File: src/rtl/imem_boot_ctrl.sv
// Boot-load/fetch controller for the 64-word instruction RAM: streams a program in over valid/ready,
// then gives the RAM read port to the core. Macro IMEM_BOOT_CLEAR_EN adds a NOP pre-fill (CLEAR) pass.
module imem_boot_ctrl #(
    parameter int DEPTH = 64,
    parameter int AW    = 6
) (
    input  logic          clk,
    input  logic          reset_n,
    input  logic          load_req,
    input  logic [31:0]   s_data,
    input  logic          s_valid,
    input  logic          s_last,
    output logic          s_ready,
    input  logic [31:0]   fetch_addr,
    output logic [31:0]   fetch_instr,
    output logic          core_hold,
    output logic [AW-1:0] mem_addr,
    output logic [31:0]   mem_wdata,
    output logic          mem_we,
    input  logic [31:0]   mem_rdata,
    output logic          load_done,
    output logic [AW:0]   load_count,
    output logic          err_overflow,
    output logic          err_misalign
);
    localparam logic [31:0]   NOP       = 32'h0000_0013;
    localparam logic [AW-1:0] LAST_ADDR = AW'(DEPTH - 1);

    typedef enum logic [1:0] {
        ST_CLEAR = 2'd0,
        ST_LOAD  = 2'd1,
        ST_RUN   = 2'd2
    } state_t;

`ifdef IMEM_BOOT_CLEAR_EN
    localparam state_t ENTRY = ST_CLEAR;
`else
    localparam state_t ENTRY = ST_LOAD;
`endif

    state_t          r_state;
    logic [AW-1:0]   r_wptr;
    logic [AW:0]     r_load_count;
    logic            r_err_overflow;
    logic            r_load_done;
    logic            w_run;
    logic            w_in_range;

    // r_wptr doubles as the fill pointer during CLEAR; it holds on load exit so it never wraps.
    always_ff @(posedge clk or negedge reset_n) begin
        if (!reset_n) begin
            r_state        <= ENTRY;
            r_wptr         <= '0;
            r_load_count   <= '0;
            r_err_overflow <= 1'b0;
            r_load_done    <= 1'b0;
        end else begin
            r_load_done <= 1'b0;
            case (r_state)
`ifdef IMEM_BOOT_CLEAR_EN
                ST_CLEAR: begin
                    if (r_wptr == LAST_ADDR) begin
                        r_state <= ST_LOAD;
                        r_wptr  <= '0;
                    end else begin
                        r_wptr <= r_wptr + AW'(1);
                    end
                end
`endif
                ST_LOAD: begin
                    if (s_valid) begin
                        if (s_last || (r_wptr == LAST_ADDR)) begin
                            r_state        <= ST_RUN;
                            r_load_done    <= 1'b1;
                            r_load_count   <= (AW+1)'(r_wptr) + (AW+1)'(1);
                            r_err_overflow <= ~s_last;
                        end else begin
                            r_wptr <= r_wptr + AW'(1);
                        end
                    end
                end
                ST_RUN: begin
                    if (load_req) begin
                        r_state        <= ENTRY;
                        r_wptr         <= '0;
                        r_err_overflow <= 1'b0;
                    end
                end
                default: r_state <= ENTRY;
            endcase
        end
    end

    assign w_run      = (r_state == ST_RUN);
    assign w_in_range = (fetch_addr[31:AW+2] == '0);

    always_comb begin
        s_ready     = 1'b0;
        core_hold   = 1'b1;
        mem_addr    = r_wptr;
        mem_wdata   = s_data;
        mem_we      = 1'b0;
        fetch_instr = NOP;
        case (r_state)
`ifdef IMEM_BOOT_CLEAR_EN
            ST_CLEAR: begin
                mem_we    = 1'b1;
                mem_wdata = NOP;
            end
`endif
            ST_LOAD: begin
                s_ready = 1'b1;
                mem_we  = s_valid;
            end
            ST_RUN: begin
                core_hold   = 1'b0;
                mem_addr    = fetch_addr[AW+1:2];
                fetch_instr = w_in_range ? mem_rdata : NOP;
            end
            default: ;
        endcase
    end

    assign err_misalign = w_run && (fetch_addr[1:0] != 2'b00);
    assign load_done    = r_load_done;
    assign load_count   = r_load_count;
    assign err_overflow = r_err_overflow;

endmodule

File: config.mk
export PLATFORM = sky130hd
export DESIGN_NAME = imem_boot_ctrl
export DESIGN_NICKNAME = d
export VERILOG_FILES = /design/src/rtl/imem_boot_ctrl.sv
export SDC_FILE = /design/constraint.sdc
export NUM_CORES = 1
export LEC_CHECK = 0
export ABC_AREA = 1
export BUFFER_PORTS_ARGS = -buffer_cell sky130_fd_sc_hd__clkbuf_2
export CORE_AREA = 2 2 72 74
export CTS_CLUSTER_DIAMETER = 50
export DETAILED_ROUTE_END_ITERATION = 16
export DIE_AREA = 0 0 74 76
export GPL_ROUTABILITY_DRIVEN = 1
export PLACE_DENSITY = 0.79
export SYNTH_ARGS = -nofsm -noshare
export SYNTH_HDL_FRONTEND = slang
export SYNTH_SLANG_ARGS = --single-unit
File: constraint.sdc
create_clock -name clk -period 4.15 [get_ports clk]
set_input_delay 1.0375 -clock clk [delete_from_list [all_inputs] [get_ports clk]]
set_output_delay 1.0375 -clock clk [all_outputs]
set_load 0.01 [all_outputs]
# After elaboration in Yosys (flattened, before gate mapping)
# Index checks and enable logic that the tools add are counted.
# classes
muxes	21
eq_ne	7
reduce_logical	9
bitwise	1
n_addsub	2
# ops
operator	n
$mux W32	2
$logic_not A24 Y1	1
$mux W6	4
$pmux W6 S2	1
$mux W1	9
$ne A2 B2 Y1 const B	4
$reduce_and A4 Y1	2
$add A6 B1 Y7 const B	1
$add A6 B1 Y6 const B	1
$eq A6 B6 Y1 const B	1
$mux W2	3
$reduce_and A3 Y1	2
$pmux W2 S2	1
$reduce_bool A2 Y1	2
$eq A2 B1 Y1 const B	1
$eq A2 B2 Y1 const B	1
$pmux W1 S2	1
$logic_and A1 B1 Y1	1
$logic_or A1 B1 Y1	1
$not A1 Y1	1
# totals
elab_cells	45
input_bits	101
regBits	17
out_inout_bits	83

# Logic depth before layout (Yosys ltp)
# logic_depth
word_depth	5
mapped_depth	8
depth_no_buf	8

# Least setup slack after synthesis
# Ideal clock, no wire load.
# synth_timing
path_type	input port to output port
startpoint	input fetch_addr[15]
endpoint	output fetch_instr[15]
path_stages	7
n_path_buf	2
slack_ns	1.249
required_time_ns	3.113
arrival_ns	1.863
path_cell_list	nor2_1 nand4_1 nor2_4 nand2_1 buf_6 buf_8 nor2_4
# synth_between
elab_chain_len	3
# synth_lines
element	line_no	text
start, declared	14	input logic [31:0] fetch_addr,
$logic_not A24 Y1	95	assign w_in_range = (fetch_addr[31:AW+2] == '0);
$mux W32	118	fetch_instr = w_in_range ? mem_rdata : NOP;
$mux W32	104	case (r_state)
end, declared	15	output logic [31:0] fetch_instr,
# Every way passes these cells.

# Final worst setup path
# layout_timing
startpoint	input fetch_addr[13]
endpoint	output fetch_instr[7]
# The elaborated chain is that of the path after synthesis.

==> results.toml <==
[global_routing]
grt_pass1_wl_um = 6980
grt_overflow = 0
antenna_found_initial = 0
first_global_vias = 1553
track_usage = 0.158
grt_max_degree = 30

[timing]
tns_ps = 0
fin_skew_ps = 3.47
worstMarginPinSlew_ps = 827
rsz0062_at_grt = "no"
hold_viol_final = 0
setup_viol = 0
fin_crit_ps = 3630
fmax_mhz = 275
slew_headroom = 0.447
final_max_slew_viol_count = 0
setup_slack_ps = 516
period_share = 0.876

[setup_path]
r2r_cells = 6
path_cells = "clkbuf_2 -> nor2_1 -> nand4_1 -> nor2_4 -> nand2_2 -> nor2_1 -> clkbuf_2"
cp_slowest_cell = "nand2_2"
worstPathRequired_ps = 3110
cpPeakStageDelay_ps = 470
crit_type = "input port to primary output"
r2r_setup_slack_ps = 2570
critPathCaptureType = "primary output"
cp_max_fo = 29
regToRegEndpoint = "r_wptr[3]"
r2r_start = "r_wptr[1]"
crit_arrival_ps = 2600
critPathLaunchType = "input port"

[cts]
cts_root_buf = "clkbuf_8"
cts.hold.buffers_added = 0
htreeDepth = 1
clockBufferDepth = 2
worstSkewPairLatency_ps = 250
cts_tree = "built"
post_cts_buffers = 0
clock_sinks = 17
clk_pin_slew_ps = 60
cts.repair.resized = 0
cts-buffers-inserted = 3

[hold_path]
holdPathEnd = "load_count[6]"
hold_depth = 2
min_from = "load_count[6]"
min_path_type = "flip-flop to flip-flop"

[logic_synthesis]
synth_top_family_by_area = "simple AND/OR/NAND/NOR gates"
synth_compound_area_frac = 0.0262
yosysTopAreaCell = "dfrtp_1"
syn_area_mm2 = 0.00158
synth.area.top_cells = "dfrtp_1, nand2_1, buf_4"
synth.area.mux_share = 0
synthXorXnorAreaFrac = 0
ys_seq_area_frac = 0.271
syn_nets = 345
synthAdderAreaFrac = 0.00794
synth-warning-count = 0
ys_ff_latch = 17
yosysUniqueCellTypes = 21
synth_top_area_share = 0.254
syn_avg_cell_area_um2 = 6.49
synth_cells = 243
synthSimpleGateAreaFrac = 0.414

[drt]
drt_pre_antenna_iters = 4
drc = 0
final_antenna_net_count = 0
wirelength_um = 4670
via_per_inst = 4.26
drt_iter0_markers = 23
dr_total_vias = 1698
wl_per_cell_um = 11.7

[layout]
final_nets = 432
antenna_cells = 0
layout-drive-gt1-share = 0.432
num-fill-cells = 525
area.growth.synth_to_final_pct = 28.7
final_util = 0.413

[pwr]
ir_worst_vdd_mv = 0.309
p_total_mw = 0.727
p_leak_nw = 1.30
p_per_area_mw_per_mm2 = 358

[placed_design]
io_buffer_count = 119
gp_congestion = 0.837
place_hpwl_um = 3930
place_ws_ps = 482

[floorplan]
core_area_mm2 = 0.00491
rows = 26
ios = 184
chipWidth_um = 74
floorplan.initialDensity = 0.321
dieHeight_um = 76
dieArea_mm2 = 0.00562

[outcome]
status = "completed"

[run]
maxCapViolCount = 0
[worst max-delay path by stage]
stage | cells past startpoint | start | end
2_1_floorplan | 7 | fetch_addr[15] | fetch_instr[15]
3_3_place_gp | 7 | fetch_addr[13] | fetch_instr[9]
3_5_place_dp | 7 | fetch_addr[13] | fetch_instr[9]
4_1_cts | 7 | fetch_addr[13] | fetch_instr[7]
5_1_grt | 7 | fetch_addr[13] | fetch_instr[9]
6_report | 7 | fetch_addr[13] | fetch_instr[7]
[layout by cell type, fill, tap and decap left out, types with 2 or more instances in the layout]
cell	instances
dfrtp_1	16
nand2_2	2
nor2_1	41
nor2_4	12
clkbuf_8	3
nand2_1	64
clkbuf_2	119
inv_2	2
nand3_1	5
inv_1	42
nand4_1	8
nand3b_1	3
o21ai_0	5
[synth_stat cells (all sizes together)]
cell	instances
inv	44
buf	34
nor2	54
o21ai	6
ha	1
nand2	66
nand3b	3
o21bai	1
nand3	6
dfrtp	16
dfstp	1
nand4	8
clkbuf	3
[logic make-up (layout without fill, tap and decap cells)]
kind of cell,Yosys count,in the layout
compound gates,7,7
fa+ha+maj,1,1
buf+inv,81,167
flops,17,17
simple gates,137,137
[routing by layer]
metal  vias up  track usage  wire, um
met5         -            0         0
met1       722        0.170      1750
met2       114        0.285      2290
met3         4       0.0608       587
met4         0       0.0327        34
li1        858            -         -
[registers in the layout, summed over array words and instances (netlist names)]
name	flops
load_count	7
r_wptr	6
err_overflow	1
load_done	1
r_state	2
[power by group]
group	switching [mW]	internal, mW	leakage (nW)
clock network	0.0547	0.0682	0.0228
registers	0.0467	0.218	0.222
logic	0.214	0.127	1.06
[area by class of cell]
| type | instances | area, um2 | share of cell area |
|---|---|---|---|
| multi-input cells | 145 | 709 | 0.350 |
| repair buffers | 119 | 596 | 0.293 |
| flip-flops and latches | 17 | 427 | 0.210 |
| inverters | 44 | 165 | 0.0814 |
| well taps | 70 | 87.6 | 0.0432 |
| clock buffers | 4 | 45.0 | 0.0222 |
[worst max-delay path: cells and delay by family]
family	cells	cell delay [ps]
AND/OR/NAND/NOR	5	1310
buffers and inverters	2	250
[through the flow]
step / instance area, um2 / instances / hold WS (ps)
2_1_floorplan: 1580 / 243 / 471
3_3_place_gp: 1980 / 395 / 460
3_5_place_dp: 1980 / 395 / 462
4_1_cts: 2030 / 399 / 478
5_1_grt: 2030 / 399 / 495
6_report: 2030 / 399 / 480
No activity file was read; power rests on OpenSTA's default activity.
